`src/rtl/regfile_dump_pkg.sv`:
```
// Shared widths and FSM encoding for the register-file dump engine.
package regfile_dump_pkg;

  localparam int unsigned DataW = 16;
  localparam int unsigned AddrW = 4;

  typedef enum logic [1:0] {
    StIdle = 2'd0,
    StRead = 2'd1,
    StSend = 2'd2,
    StDone = 2'd3
  } state_e;

endpackage

```
`src/rtl/regfile_dump.sv`:
```
// Walks a wrapping range of register addresses through one regfile read port and
// streams each captured word out on a valid/ready interface.
module regfile_dump
  import regfile_dump_pkg::*;
#(
  parameter int unsigned DATA_W = DataW,
  parameter int unsigned ADDR_W = AddrW
) (
  input  logic              clk,
  input  logic              rst_n,
  input  logic              start,
  input  logic [ADDR_W-1:0] first_addr,
  input  logic [ADDR_W-1:0] last_addr,
  output logic [ADDR_W-1:0] raddr,
  input  logic [DATA_W-1:0] rdata,
  output logic              out_valid,
  input  logic              out_ready,
  output logic [DATA_W-1:0] out_data,
  output logic [ADDR_W-1:0] out_addr,
  output logic              out_last,
  output logic              busy,
  output logic              done
);

  state_e            state_q;
  logic [ADDR_W-1:0] cur_q;
  logic [ADDR_W-1:0] end_q;

  always_ff @(posedge clk or negedge rst_n) begin
    if (!rst_n) begin
      state_q   <= StIdle;
      cur_q     <= '0;
      end_q     <= '0;
      raddr     <= '0;
      out_valid <= 1'b0;
      out_data  <= '0;
      out_addr  <= '0;
      out_last  <= 1'b0;
      busy      <= 1'b0;
      done      <= 1'b0;
    end else begin
      case (state_q)
        StIdle: begin
          if (start) begin
            cur_q   <= first_addr;
            end_q   <= last_addr;
            raddr   <= first_addr;
            busy    <= 1'b1;
            state_q <= StRead;
          end
        end
        StRead: begin
          out_data  <= rdata;
          out_addr  <= cur_q;
          out_last  <= (cur_q == end_q);
          out_valid <= 1'b1;
          state_q   <= StSend;
        end
        StSend: begin
          if (out_ready) begin
            out_valid <= 1'b0;
            if (out_last) begin
              done    <= 1'b1;
              state_q <= StDone;
            end else begin
              // Termination is cur == end; the address simply wraps.
              cur_q   <= cur_q + ADDR_W'(1);
              raddr   <= cur_q + ADDR_W'(1);
              state_q <= StRead;
            end
          end
        end
        StDone: begin
          done    <= 1'b0;
          busy    <= 1'b0;
          state_q <= StIdle;
        end
        default: state_q <= StIdle;
      endcase
    end
  end

endmodule
```
`config.mk`:
```
export PLATFORM = sky130hd
export DESIGN_NAME = regfile_dump
export DESIGN_NICKNAME = d
export VERILOG_FILES = /design/src/rtl/regfile_dump_pkg.sv /design/src/rtl/regfile_dump.sv
export SDC_FILE = /design/constraint.sdc
export NUM_CORES = 1
export LEC_CHECK = 0
export CAP_MARGIN = 20
export CORE_UTILIZATION = 45
export CTS_CLUSTER_SIZE = 10
export DETAILED_ROUTE_END_ITERATION = 6
export GPL_ROUTABILITY_DRIVEN = 1
export PLACE_DENSITY = 0.82
export SKIP_LAST_GASP = 1
export SYNTH_ARGS = -nofsm -noshare
export SYNTH_HDL_FRONTEND = slang
export SYNTH_SLANG_ARGS = --single-unit
```
`constraint.sdc`:
```
create_clock -name clk -period 2.1 [get_ports clk]
set_clock_uncertainty 0.1 [all_clocks]
set_input_delay 0.63 -clock clk [delete_from_list [all_inputs] [get_ports clk]]
set_output_delay 0.63 -clock clk [all_outputs]
set_load 0.05 [all_outputs]
```
Word-level counts from Yosys, hierarchy flattened
Index checks and enable logic that the tools add are counted.
{"block": "word_totals", "mem_count": 0, "ram_bits": 0, "romBits": 0, "regBits": 34, "in_bits": 28, "output_inout_bits": 28, "latch_bits": 0}
{"block": "op_classes", "n_mul": 0, "muxes": 15, "n_shift": 0, "eq_ne": 8, "div": 0, "bitwise_logic": 0, "n_addsub": 1, "n_reduce_logical": 11, "n_lt_le_gt_ge": 0}
{"operator": "two-way mux 4 bit", "n": 3}
{"operator": "inequality test 2 bit, second input constant", "n": 4}
{"operator": "case mux 2 bit (4 select lines)", "n": 1}
{"operator": "case mux 4 bit (2 select lines)", "n": 1}
{"operator": "AND reduction 2 bit", "n": 4}
{"operator": "nonzero test 2 bit", "n": 4}
{"operator": "two-way mux 2 bit", "n": 3}
{"operator": "case mux 1 bit (2 select lines)", "n": 3}
{"operator": "adder 4 x 1 -> 4 bit, second input constant", "n": 1}
{"operator": "equality test 2 bit, second input constant", "n": 2}
{"operator": "equality test 4 bit", "n": 1}
{"operator": "two-way mux 1 bit", "n": 4}
{"operator": "AND reduction 4 bit", "n": 1}
{"operator": "AND reduction 3 bit", "n": 1}
{"operator": "equality test 2 x 1 -> 1 bit, second input constant", "n": 1}
{"operator": "logical NOT 2 bit", "n": 1}

Logic depth before layout (Yosys ltp)
{"block": "logic_depth", "word_depth": 4, "depth_mapped": 5, "mapped_depth_nobuf": 4}

Worst setup path before layout
OpenSTA, ideal clock, no wires.
{"block": "synth_timing", "kind": "register to register", "startpoint": "reg cur_q[1]", "endpoint": "reg cur_q[1]", "stages_incl_launch_ff": 4, "arrival_ns": 1.524, "slack_ns": 0.351, "cell_sequence": "dfrtp_1 ha_1 mux2_1 mux2_2"}
{"block": "synth_between", "elab_chain_cells": 4}
{"element": "from (decl)", "line": "regfile_dump.sv:26", "source": "logic [ADDR_W-1:0] cur_q;"}
{"element": "from (signal assigned)", "line": "regfile_dump.sv:45", "source": "cur_q <= first_addr;"}
{"element": "from (signal assigned)", "line": "regfile_dump.sv:67", "source": "cur_q <= cur_q + ADDR_W'(1);"}
{"element": "adder 4 x 1 -> 4 bit", "line": "regfile_dump.sv:67"}
{"element": "two-way mux 4 bit", "line": "regfile_dump.sv:62", "source": "if (out_last) begin"}
{"element": "two-way mux 4 bit", "line": "regfile_dump.sv:60", "source": "if (out_ready) begin"}
{"element": "case mux 4 bit (2 select lines)", "line": "regfile_dump.sv:42", "source": "case (state_q)"}
Every way passes these cells. The select of a mux whose other input is x is not followed.
A chain may end at the register's enable or synchronous reset.

==> results.txt <==
Net Count, Synth -> 133
Register area share after synthesis -> 58.02%
Netlist cell types -> 30
Slew of the pin with the lowest slew margin -> 0.4827 ns
Hold-fix buffers at CTS -> 0
Initial drt markers -> 27
Worst Path Max Fanout -> 8
Slowest stage cell on the critical path -> dfrtp_1
Routed Antenna Nets -> 0
Crit start category -> register
Synthesized area per cell -> 14.10 sq um
Largest family of logic cells by synthesized area -> multiplexers
RSZ-0062 raised after global routing -> no
Worst path depth -> 1
Reg2reg setup slack -> 0.48 ns
DR WL/cell -> 13.86 um
Vias in the first global route -> 1,071
Simple-Gate Fraction of Synth Area -> 7.082%
Final net count -> 196
Slew margin rel. -> 67.82%
Initial Utilization -> 47.64%
CP endpoint kind -> primary output
Gates resized, CTS repair -> 0
Top-count cell post-synth -> dfrtp_1
Utilization after layout -> 68.05%
Htree depth -> 2
Data required, critical path -> 1.37 ns
Die Y-Extent -> 59.09 um
Flops & latches, synth -> 34
WP buf/inv -> 1
Post-synthesis mux area share -> 22.10%
CP startpoint -> cur_q[2]
Fill count -> 251
Max Cap Viol -> 0
Finished Layout Cells -> 210
Setup Buffers After CTS -> 0
Worst Setup EP -> raddr[2]
Port Buffers -> 55
Synth area leaders -> dfrtp_1 (58%), mux2_2 (19%), xor2_1 (2.4%)
DRC -> 0
XOR/XNOR share of the synthesized area -> 2.389%
CTS root buf -> clkbuf_4
Endpoints failing setup -> 0
Complex-gate fraction of the synthesized area -> 6.485%
FF-to-FF End -> cur_q[2]
CP Cell Sequence -> buf_12
CTS tree -> done
F_max -> 0.5589 GHz
Register area -> 850.8 sq um
Outcome -> complete, no violations
Share of cells above drive strength 1 -> 42.77%
R2r worst-path depth -> 4
Asr flop ratio synth -> 100.0%
Setup TNS -> 0 ns
Synth warnings -> 0
Hold path depth -> 1
Worst min path class -> reg2reg
Max incr delay on CP -> 0.54 ns
Drt via density -> 5.110
First-pass GRT wire length -> 4.678 mm
Main synth FF type -> dfrtp_1
Antenna Cells -> 0
Hold Fails Final Rpt -> 0
Synth top area share -> 58.02%
Core ar. -> 0.003078 sq mm
Worst path top cell family by delay -> flip-flops
Die Width -> 59.09 um
Crit path DAT -> 1.06 ns
Gr usage total -> 19.05%
Cell area after synthesis -> 0.001466 sq mm
Placed Cells -> 204
Period utilisation layout -> 85.20%
Final min period -> 1.789 ns
Number of detailed-route iterations in the first pass -> 4
Multi-input gate area -> 570.5 sq um
Detailed-route via count -> 1,073
Longest Clk Path Bufs -> 2
Max Slew Vio Count -> 0
Largest net degree at the start of global routing -> 35
DP HPWL -> 2.183 mm
Die footprint -> 0.003491 sq mm
Final WL -> 2.911 mm
IO Count -> 56
Post-synthesis adder-cell area fraction -> 0.8532%
Layout overhead on the synthesized area -> 42.83%
Commonest cells post-synth -> dfrtp_1 (34), mux2_2 (25), a21oi_1 (4), xor2_1 (4)
R2R Path Start -> state_q[1]
Clock Latency Late Sink -> 0.34 ns
GRT overflow -> 0
Antenna violations before repair -> 0
Cells after synthesis -> 104
Clock sinks -> 34
Final Wtd Congestion -> 0.8891
Cell taking the most area after synthesis -> dfrtp_1
Clock Pin Slew Worst Setup and Hold Paths -> 0.10 ns
CTS buffer count -> 5
Path type of the worst setup path -> reg2out
Cell Rows -> 20
Post-synth EDFFs -> 0
sequential cells by signal, indices dropped and copies added, names as in the netlist:
name and flops:
cur_q 4, done 1, state_q 2, out_addr 4
out_data 16, out_valid 1, end_q 4, out_last 1
busy 1
metrics by stage:
stage	setup slack [ns]	hold slack [ns]	cell area [sq um]
after floorplan	0.3512	0.2344	1466
final	0.3108	0.4126	2095
after detailed placement	0.06783	0.3948	2043
after global placement	0.07704	0.3727	2043
after CTS	0.2982	0.4192	2095
after global routing	0.2703	0.4346	2095
cell families (layout without fill, tap and decap cells):
family                     Yosys count  after routing
adders and majority gates            1              1
xor gates and xnor gates             4              4
buffers and inverters                7             69
AOI/OAI and AO/OA                   13             13
and+or+nand+nor                     16             16
muxes                               29             29
DFF                                 34             34
how the worst min path moves through the flow:
stage	endpoint	from	slack, ns
after global routing	out_data[9]	out_data[9]	0.43
after CTS	out_addr[2]	out_addr[2]	0.42
after detailed placement	out_addr[2]	out_addr[2]	0.39
after floorplan	busy	rst_n	0.23
final	out_addr[2]	out_addr[2]	0.41
after global placement	out_addr[2]	out_addr[2]	0.37
cell type report:
| class | count | area share [%] |
|---|---|---|
| sequential | 34 | 40.62 |
| clock buffer | 6 | 2.449 |
| multi-input combinational | 63 | 27.24 |
| inverter | 3 | 0.5376 |
| timing repair buffer | 60 | 26.52 |
| tap | 44 | 2.628 |
routing by layer:
metal	GRT usage, %	part of all wire (%)	up-vias
met5	0	0	-
met4	14.63	2.5	0
met3	6.769	7.3	8
met2	29.87	49	37
met1	21.15	41	530
li1	-	-	498
layout by cell type (no fill, tap or decap):
cell / instances
dfrtp_1: 34
buf_4: 30
clkdlybuf4s50_1: 27
mux2_2: 25
clkbuf_4: 5
a21oi_1: 4
xor2_1: 4
nand2b_1: 3
nor2_1: 3
nand3_1: 3
buf_12: 3
mux2_1: 2
inv_1: 2
mux2i_1: 2
inv_2: 1
nor2_2: 1
nand2_1: 1
a2bb2oi_1: 1
nand3b_2: 1
a21oi_2: 1
and4bb_2: 1
o221a_2: 1
nor3b_2: 1
o21ai_0: 1
nor4_1: 1
o2bb2ai_1: 1
a31oi_1: 1
o21bai_1: 1
a221oi_1: 1
and3_1: 1
o211a_1: 1
ha_1: 1
clkbuf_8: 1
Power is left out: the tool's default activity adds up to more than one toggle a clock period on the data nets, which glitch-free logic cannot reach.
